`config.mk`:
```
export PLATFORM = sky130hd
export DESIGN_NAME = axil_regif_gen
export DESIGN_NICKNAME = d
export VERILOG_FILES = /design/src/rtl/axil_pkg.sv /design/src/rtl/axil_regif_gen.sv
export SDC_FILE = /design/constraint.sdc
export NUM_CORES = 1
export LEC_CHECK = 0
export ABC_CLOCK_PERIOD_IN_PS = 1710
export CORE_UTILIZATION = 36
export DETAILED_ROUTE_END_ITERATION = 10
export PLACE_DENSITY = 0.86
export SYNTH_ARGS = -nofsm -noshare
export SYNTH_HDL_FRONTEND = slang
export SYNTH_SLANG_ARGS = --single-unit
```
`constraint.sdc`:
```
create_clock -name aclk -period 1.71 [get_ports aclk]
set_clock_uncertainty 0.05 [all_clocks]
set_input_delay 0.171 -clock aclk [delete_from_list [all_inputs] [get_ports aclk]]
set_output_delay 0.171 -clock aclk [all_outputs]
set_load 0.02 [all_outputs]
```
`src/rtl/axil_pkg.sv`:
```
// Shared types and helpers for the AXI4-Lite register front-end.
package axil_pkg;

    localparam logic [1:0] RESP_OKAY   = 2'b00;
    localparam logic [1:0] RESP_SLVERR = 2'b10;

    typedef enum logic [2:0] {
        W_IDLE,
        W_HAVE_A,
        W_HAVE_D,
        W_EXEC,
        W_RESP
    } wr_state_e;

    typedef enum logic [1:0] {
        R_IDLE,
        R_EXEC,
        R_RESP
    } rd_state_e;

    typedef struct packed {
        logic        in_range;
        logic [31:0] idx;
    } dec_t;

    // Word index and range check; byte-offset bits below addr_lsb are ignored.
    function automatic dec_t addr_decode(input logic [63:0] addr,
                                         input int unsigned addr_lsb,
                                         input int unsigned num_regs);
        dec_t d;
        d.in_range = (addr >> addr_lsb) < 64'(num_regs);
        d.idx      = 32'(addr >> addr_lsb);
        return d;
    endfunction

endpackage

```
`src/rtl/axil_regif_gen.sv`:
```
// AXI4-Lite slave mapping NUM_REGS word registers onto a generic register port.
// Write and read channels run independent FSMs, one outstanding transfer each.
module axil_regif_gen
    import axil_pkg::*;
#(
    parameter int unsigned ADDR_W   = 32,
    parameter int unsigned DATA_W   = 32,
    parameter int unsigned NUM_REGS = 4,
    parameter logic [NUM_REGS-1:0] RO_MASK = NUM_REGS'(32'b0010),
    parameter logic [NUM_REGS-1:0] WO_MASK = NUM_REGS'(32'b0001),
    localparam int unsigned STRB_W  = DATA_W / 8,
    localparam int unsigned IDX_W   = $clog2(NUM_REGS)
) (
    input  logic              aclk,
    input  logic              aresetn,
    input  logic              s_axi_awvalid,
    output logic              s_axi_awready,
    input  logic [ADDR_W-1:0] s_axi_awaddr,
    input  logic [2:0]        s_axi_awprot,
    input  logic              s_axi_wvalid,
    output logic              s_axi_wready,
    input  logic [DATA_W-1:0] s_axi_wdata,
    input  logic [STRB_W-1:0] s_axi_wstrb,
    output logic              s_axi_bvalid,
    input  logic              s_axi_bready,
    output logic [1:0]        s_axi_bresp,
    input  logic              s_axi_arvalid,
    output logic              s_axi_arready,
    input  logic [ADDR_W-1:0] s_axi_araddr,
    input  logic [2:0]        s_axi_arprot,
    output logic              s_axi_rvalid,
    input  logic              s_axi_rready,
    output logic [DATA_W-1:0] s_axi_rdata,
    output logic [1:0]        s_axi_rresp,
    output logic              reg_wr_en,
    output logic [IDX_W-1:0]  reg_wr_idx,
    output logic [DATA_W-1:0] reg_wr_data,
    output logic [STRB_W-1:0] reg_wr_strb,
    input  logic              reg_wr_err,
    output logic              reg_rd_en,
    output logic [IDX_W-1:0]  reg_rd_idx,
    input  logic [DATA_W-1:0] reg_rd_data,
    input  logic              reg_rd_err
);

    localparam int unsigned ADDR_LSB = $clog2(STRB_W);

    wr_state_e        wr_state_q;
    rd_state_e        rd_state_q;
    logic             wr_ok_q;     // latched address is in range and writable
    dec_t             aw_dec, ar_dec;
    logic [IDX_W-1:0] aw_idx, ar_idx;
    logic             aw_ok, ar_ok;
    logic             aw_hs, w_hs, ar_hs;
    logic             unused_bits;

    // Protection bits are ignored; upper decode bits are folded into the range check.
    assign unused_bits = ^{s_axi_awprot, s_axi_arprot, aw_dec.idx, ar_dec.idx};

    // Address decode and channel handshakes
    always_comb begin
        aw_dec = addr_decode(64'(s_axi_awaddr), ADDR_LSB, NUM_REGS);
        ar_dec = addr_decode(64'(s_axi_araddr), ADDR_LSB, NUM_REGS);
        aw_idx = aw_dec.idx[IDX_W-1:0];
        ar_idx = ar_dec.idx[IDX_W-1:0];
        aw_ok  = aw_dec.in_range && !RO_MASK[aw_idx];
        ar_ok  = ar_dec.in_range && !WO_MASK[ar_idx];
        aw_hs  = s_axi_awvalid && s_axi_awready;
        w_hs   = s_axi_wvalid && s_axi_wready;
        ar_hs  = s_axi_arvalid && s_axi_arready;
    end

    // Write channel FSM; readies are registered so they stay low one cycle after reset
    always_ff @(posedge aclk or negedge aresetn) begin
        if (!aresetn) begin
            wr_state_q    <= W_IDLE;
            s_axi_awready <= 1'b0;
            s_axi_wready  <= 1'b0;
            s_axi_bvalid  <= 1'b0;
            s_axi_bresp   <= RESP_OKAY;
            reg_wr_en     <= 1'b0;
            reg_wr_idx    <= '0;
            reg_wr_data   <= '0;
            reg_wr_strb   <= '0;
            wr_ok_q       <= 1'b0;
        end else begin
            case (wr_state_q)
                W_IDLE: begin
                    if (aw_hs && w_hs) begin
                        reg_wr_idx    <= aw_idx;
                        wr_ok_q       <= aw_ok;
                        reg_wr_data   <= s_axi_wdata;
                        reg_wr_strb   <= s_axi_wstrb;
                        reg_wr_en     <= aw_ok && (|s_axi_wstrb);
                        s_axi_awready <= 1'b0;
                        s_axi_wready  <= 1'b0;
                        wr_state_q    <= W_EXEC;
                    end else if (aw_hs) begin
                        reg_wr_idx    <= aw_idx;
                        wr_ok_q       <= aw_ok;
                        s_axi_awready <= 1'b0;
                        wr_state_q    <= W_HAVE_A;
                    end else if (w_hs) begin
                        reg_wr_data   <= s_axi_wdata;
                        reg_wr_strb   <= s_axi_wstrb;
                        s_axi_wready  <= 1'b0;
                        wr_state_q    <= W_HAVE_D;
                    end else begin
                        s_axi_awready <= 1'b1;
                        s_axi_wready  <= 1'b1;
                    end
                end
                W_HAVE_A: begin
                    if (w_hs) begin
                        reg_wr_data  <= s_axi_wdata;
                        reg_wr_strb  <= s_axi_wstrb;
                        reg_wr_en    <= wr_ok_q && (|s_axi_wstrb);
                        s_axi_wready <= 1'b0;
                        wr_state_q   <= W_EXEC;
                    end
                end
                W_HAVE_D: begin
                    if (aw_hs) begin
                        reg_wr_idx    <= aw_idx;
                        wr_ok_q       <= aw_ok;
                        reg_wr_en     <= aw_ok && (|reg_wr_strb);
                        s_axi_awready <= 1'b0;
                        wr_state_q    <= W_EXEC;
                    end
                end
                W_EXEC: begin
                    reg_wr_en    <= 1'b0;
                    s_axi_bvalid <= 1'b1;
                    s_axi_bresp  <= (!wr_ok_q || (reg_wr_en && reg_wr_err)) ? RESP_SLVERR
                                                                            : RESP_OKAY;
                    wr_state_q   <= W_RESP;
                end
                W_RESP: begin
                    if (s_axi_bready) begin
                        s_axi_bvalid  <= 1'b0;
                        s_axi_awready <= 1'b1;
                        s_axi_wready  <= 1'b1;
                        wr_state_q    <= W_IDLE;
                    end
                end
                default: wr_state_q <= W_IDLE;
            endcase
        end
    end

    // Read channel FSM; read data is captured in the single strobe cycle
    always_ff @(posedge aclk or negedge aresetn) begin
        if (!aresetn) begin
            rd_state_q    <= R_IDLE;
            s_axi_arready <= 1'b0;
            s_axi_rvalid  <= 1'b0;
            s_axi_rdata   <= '0;
            s_axi_rresp   <= RESP_OKAY;
            reg_rd_en     <= 1'b0;
            reg_rd_idx    <= '0;
        end else begin
            case (rd_state_q)
                R_IDLE: begin
                    if (ar_hs) begin
                        reg_rd_idx    <= ar_idx;
                        reg_rd_en     <= ar_ok;
                        s_axi_arready <= 1'b0;
                        rd_state_q    <= R_EXEC;
                    end else begin
                        s_axi_arready <= 1'b1;
                    end
                end
                R_EXEC: begin
                    reg_rd_en    <= 1'b0;
                    s_axi_rvalid <= 1'b1;
                    // reg_rd_en doubles as "address legal" in this cycle
                    if (reg_rd_en && !reg_rd_err) begin
                        s_axi_rdata <= reg_rd_data;
                        s_axi_rresp <= RESP_OKAY;
                    end else begin
                        s_axi_rdata <= '0;
                        s_axi_rresp <= RESP_SLVERR;
                    end
                    rd_state_q <= R_RESP;
                end
                R_RESP: begin
                    if (s_axi_rready) begin
                        s_axi_rvalid  <= 1'b0;
                        s_axi_arready <= 1'b1;
                        rd_state_q    <= R_IDLE;
                    end
                end
                default: rd_state_q <= R_IDLE;
            endcase
        end
    end

endmodule

```
==> flow_summary.json, run 1 <==
{
  "synth-seq-area-share_pct": 62.3,
  "antenna_found_initial": 0,
  "hp-class": "input pin to asynchronous set/reset pin",
  "dp_hpwl_mm": 7.77,
  "syn_area_sq_um": 3490,
  "gp_congestion": 0.808,
  "fp.dieH_um": 101,
  "drv_cap": 0,
  "synth_adder_area_share_pct": 0.287,
  "clock_latency_ns": 0.35,
  "yosysTopAreaCellShare_pct": 62.3,
  "fmax_mhz": 610,
  "synth_compound_area_share_pct": 12.3,
  "synth_area_leaders": "dfrtp_1, mux2_1, a22o_1",
  "postRouteAntennaNets": 0,
  "path_max_fanout": 5,
  "remaining_drc_errors": 0,
  "slew_viol_final": 0,
  "synthSimpleGateAreaFrac_pct": 7.74,
  "synth.area.mux_share_pct": 13.9,
  "clkSlewWorstSetupHoldPaths_ns": 0.09,
  "powerDensity_nw_per_um2": 1380,
  "max-vdd-ir-drop_uv": 685,
  "crit_family": "buffers and inverters",
  "dieArea_sq_um": 10100,
  "setup-violations-final": 0,
  "synth-warning-count": 0,
  "cts_buffer_depth": 2,
  "worst-path-buf-inv": 1,
  "finalHoldViolCount": 0,
  "fill_cells": 704,
  "diodes": 0,
  "critPathArrivalTime_ns": 1.42,
  "cts-root-buf": "clkbuf_8",
  "grt_usage_pct": 19.8,
  "critical_path.cell_chain": "clkdlybuf4s50_1",
  "p_leak_nw": 2.61,
  "grt_max_degree": 45,
  "drive_gt1_share_pct": 8.89,
  "synth_commonest_cells": "dfrtp_1, mux2_1, a22o_1, nor4_1, a21oi_1",
  "syn_to_final_growth_pct": 76.3,
  "synthMostInstantiatedCell": "dfrtp_1",
  "finalNetCount": 637,
  "synthArstFlopShare_pct": 100,
  "core_sq_um": 9330,
  "synth-main-ff-cell": "dfrtp_1",
  "totalWireLength_mm": 9.74,
  "die_x_um": 101,
  "drtIter0Drc": 56,
  "grt_setup_unrepaired": "no",
  "synth.largest_area_cell": "dfrtp_1",
  "syn_area_per_cell_sq_um": 13.5,
  "place_ws_ns": -0.0840,
  "power_mw": 8.51,
  "pin_count": 230,
  "port-buffer-count": 217,
  "dr_total_vias": 3055,
  "synth_xor_area_share_pct": 0,
  "dr.pass1.iters": 4,
  "synth_cells": 259,
  "cts_setup_buffers": 0,
  "slowest_stage": "clkdlybuf4s50_1",
  "multi_input_area_sq_um": 1210,
  "rows": 35,
  "synth_edf_count": 0,
  "initial_core_util_pct": 37.5,
  "startpoint_type": "register",
  "status": "completed",
  "critical_path_class": "register to primary output",
  "grt_pass1_vias": 3148,
  "timing.setup.tns_ns": 0,
  "synth-seq-cells": 87,
  "grt_overflow": 0,
  "cts_tree": "yes",
  "crit_path_max_incr_delay_ns": 0.65,
  "synth_top_family_by_area": "multiplexers",
  "numCtsBuffers": 9,
  "grt_pass1_wl_mm": 15.2,
  "seqCellArea_sq_um": 2180,
  "synth_cell_type_count": 33,
  "fin_ws_ns": 0.0715,
  "cp-end-kind": "primary output",
  "vias_per_cell": 4.90,
  "wl_per_cell_um": 15.6,
  "htreeDepth": 3,
  "fin_hold_ws_ns": 0.278,
  "finalCriticalPeriod_ns": 1.64,
  "fin_crit_sh_pct": 95.8,
  "clock-sinks": 87,
  "worst_ep_required_time_ns": 1.49
}
==> registers in the layout, summed over array words and instances (netlist names), named ones only <==
register	cells
reg_wr_en	1
rd_state_q	2
reg_wr_strb	4
reg_rd_idx	2
s_axi_rvalid	1
reg_rd_en	1
s_axi_awready	1
s_axi_bvalid	1
s_axi_rresp	1
s_axi_rdata	32
reg_wr_data	32
wr_state_q	3
s_axi_bresp	1
wr_ok_q	1
s_axi_wready	1
s_axi_arready	1
==> timing repair <==
item                                    4_1_cts  5_1_grt
hold buffers                                  1        0
endpoints found under the setup margin        0        1
hold endpoints to repair                     32        0
gates resized for setup                       0        1
==> final timing paths <==
path	from	endpoint	slack [ns]	cells past startpoint
setup / recovery	s_axi_wready	s_axi_wready	0.07	1
hold / removal	aresetn	reg_wr_data[24]	0.28	2
setup reg to reg	wr_state_q[2]	reg_wr_data[30]	0.12	3
hold reg to reg	s_axi_bresp[1]	s_axi_bresp[1]	0.44	1
max in group asynchronous	aresetn	reg_wr_data[9]	0.79	3
min in group aclk	reg_rd_data[14]	s_axi_rdata[14]	0.36	2
==> cell families after synthesis <==
logic type | count (synthesis)
buf+inv | 23
fa+ha+maj | 1
flops | 87
mux | 43
simple gates | 48
other cells | 1
compound gates | 56
==> placed cells by master, fill, tap and decap left out, drive strengths merged, types with 2 or more instances in the layout <==
cell type / netlist / layout
dfrtp: 87 / 87
nand2b: 3 / 3
nand3: 3 / 3
clkdlybuf4s50: 0 / 215
or4: 2 / 2
nor2: 9 / 9
mux2: 43 / 43
bufinv: 0 / 3
nor3: 4 / 4
a21oi: 12 / 12
o31ai: 2 / 2
nand4: 3 / 3
nand2: 6 / 6
a22o: 32 / 32
inv: 7 / 10
clkbuf: 5 / 9
nor4: 15 / 15
o21ai: 2 / 2
buf: 11 / 18
conb: 1 / 2
o2111ai: 2 / 2
==> final cells by class <==
class / instances / share of cell area (%)
Sequential cell: 87 / 35.4
Clock buffer: 9 / 2.01
Tap cell: 129 / 2.62
Multi-Input combinational cell: 150 / 19.6
Inverter: 7 / 0.467
Timing Repair Buffer: 235 / 37.9
Clock inverter: 7 / 2.05
==> routing by layer <==
| layer | vias to the layer above | track usage (%) | share of wire (%) |
|---|---|---|---|
| met3 | 9 | 6.31 | 8.8 |
| met5 | - | 0 | 0 |
| met1 | 1459 | 21.2 | 37 |
| li1 | 1421 | - | - |
| met4 | 0 | 6.47 | 1.4 |
| met2 | 166 | 36.9 | 53 |
==> metrics by stage <==
step | util (%) | instance area [sq um] | cells
finish | 66.0 | 6160 | 624
floorplan | - | 3500 | 260
detailed placement | 63.2 | 5900 | 607
global placement | 63.2 | 5900 | 607
global route | 66.0 | 6160 | 624
CTS | 66.0 | 6160 | 624
==> power by group <==
part | internal (mW) | total (mW) | switching, mW
Sequential | 2.68 | 3.08 | 0.396
Clock | 0.991 | 1.75 | 0.764
Combinational | 1.94 | 3.67 | 1.73
Total | 5.61 | 8.51 | 2.89
No activity file was read; power rests on OpenSTA's default activity.
==> run 2: changes to the inputs <==
Settings changed: CORE_MARGIN from default to 2.
==> run 2 against run 1 <==
Compared with the run above: wire length rose by 1.0%; utilization fell by 1.3 points; non-clock buffer count fell by 4; first-iteration DRC count fell by 18%; die area rose by 4.0%; clock power fell by 28%; sequential share of layout area rose by 0.73 points; via count barely moved; worst hold slack got worse by 0.12 ns; largest cell class unchanged.
==> flow_summary.json, run 2 (synthesis results as in run 1) <==
{
  "path_max_fanout": 3,
  "fin_ws_ns": 0.0613,
  "finalHoldViolCount": 0,
  "diodes": 0,
  "cts_tree": "yes",
  "place_area_sq_um": 5850,
  "slowest_stage": "clkdlybuf4s50_1",
  "port-buffer-count": 217,
  "worst-path-buf-inv": 1,
  "core_sq_um": 9330,
  "slew_viol_final": 0,
  "htreeDepth": 3,
  "fmax_mhz": 607,
  "cts_setup_buffers": 0,
  "postRouteAntennaNets": 0,
  "power_mw": 7.89,
  "layout_common_cells": "clkdlybuf4s50_1, dfrtp_1, mux2_1",
  "numCtsBuffers": 9,
  "status": "completed",
  "placedCellCount": 603,
  "worst_ep_required_time_ns": 1.49,
  "drtIter0Drc": 46,
  "switching_power_mw": 2.82,
  "finalCriticalPeriod_ns": 1.65,
  "cts_buffer_depth": 2,
  "remaining_drc_errors": 0,
  "fin_util_pct": 64.7,
  "vias_per_cell": 4.92,
  "critical_path_class": "register to primary output",
  "reg_top3": "reg_wr_data (32), s_axi_rdata (32), reg_wr_strb (4)",
  "finalNetCount": 633,
  "grt_usage_pct": 18.5,
  "antenna_found_initial": 0,
  "cp-end-kind": "primary output",
  "final_area_sq_um": 6030,
  "cts-root-buf": "clkbuf_8",
  "powerDensity_nw_per_um2": 1310,
  "drive_gt1_share_pct": 8.15,
  "cts_hold_buf": 1,
  "pin_count": 230,
  "critical_path.cell_chain": "clkdlybuf4s50_1",
  "grt_pass1_wl_mm": 14.8,
  "rows": 35,
  "totalWireLength_mm": 9.84,
  "gp_congestion": 0.761,
  "dr.pass1.iters": 4,
  "pwr-share-clk_pct": 16.0,
  "setup-violations-final": 0,
  "layout_commonest_cell": "clkdlybuf4s50_1",
  "comb_power_share_pct": 45.0,
  "ctsResizeCount": 0,
  "crit_path_max_incr_delay_ns": 0.65,
  "instances_no_fill": 620,
  "wl_per_cell_um": 15.9,
  "startpoint_type": "register",
  "grt_pass1_vias": 3167,
  "fin_crit_sh_pct": 96.4,
  "p_leak_nw": 2.53,
  "syn_to_final_growth_pct": 72.7,
  "dp_hpwl_mm": 7.98,
  "max-vdd-ir-drop_uv": 541,
  "dr_total_vias": 3053,
  "clock_latency_ns": 0.34,
  "die_x_um": 103,
  "swShare_pct": 35.7,
  "clkSlewWorstSetupHoldPaths_ns": 0.09,
  "timing.setup.tns_ns": 0,
  "clock-sinks": 87,
  "crit_family": "buffers and inverters",
  "dieArea_sq_um": 10500,
  "internal_power_mw": 5.07,
  "drv_cap": 0,
  "initial_core_util_pct": 37.5,
  "critPathArrivalTime_ns": 1.43,
  "grt_overflow": 0,
  "place_ws_ns": -0.0576,
  "grt_max_degree": 49,
  "p_seq_share_pct": 39.0,
  "hp-class": "input pin to asynchronous set/reset pin",
  "fp.dieH_um": 103,
  "grt_setup_unrepaired": "no",
  "fin_hold_ws_ns": 0.157
}
[run 2: cell types whose count changed in the layout (fill, tap and decap cells not counted)]
cell | previous run | this run
dlymetal6s2s_1 | 1 | 0
buf_4 | 16 | 13
buf_12 | 2 | 1
bufinv_16 | 3 | 0
clkinvlp_4 | 1 | 2
inv_8 | 1 | 0
clkdlybuf4s50_1 | 215 | 216
clkinv_2 | 0 | 3
[run 2: worst paths after layout]
path	start	endpoint	slack [ns]	cells past startpoint
setup reg to reg	wr_state_q[1]	reg_wr_en	0.10	4
min in group aclk	s_axi_wdata[20]	reg_wr_data[20]	0.37	2
hold / removal	aresetn	reg_wr_data[1]	0.16	2
setup / recovery	reg_rd_en	reg_rd_en	0.06	1
hold reg to reg	s_axi_bresp[1]	s_axi_bresp[1]	0.44	1
max in group asynchronous	aresetn	reg_wr_strb[0]	0.85	3
[run 2: layout make-up]
class / count / area [sq um]
clock buffers: 9 / 124
clock inverters: 7 / 47.5
fillers: 728 / 3290
inverters: 7 / 28.8
multi-input cells: 150 / 1210
flip-flops and latches: 87 / 2180
well taps: 129 / 161
repair buffers: 231 / 2290
[run 2: layer usage]
layer	vias to the layer above	global-route usage, %	share of wire, %
li1	1415	-	-
met1	1456	18.8	35
met2	167	35.1	53
met3	15	5.83	10
met4	0	7.38	1.9
met5	-	0	0
[run 2: power by group through the flow]
| stage | logic [mW] | registers [mW] | clock network [mW] |
|---|---|---|---|
| finish | 3.55 | 3.08 | 1.26 |
| global route | 3.80 | 3.17 | 1.39 |
| CTS | 3.60 | 3.08 | 1.30 |
| detailed placement | 3.59 | 3.13 | 0 |
| global placement | 3.50 | 3.08 | 0 |
| floorplan | 1.13 | 3.75 | 0 |
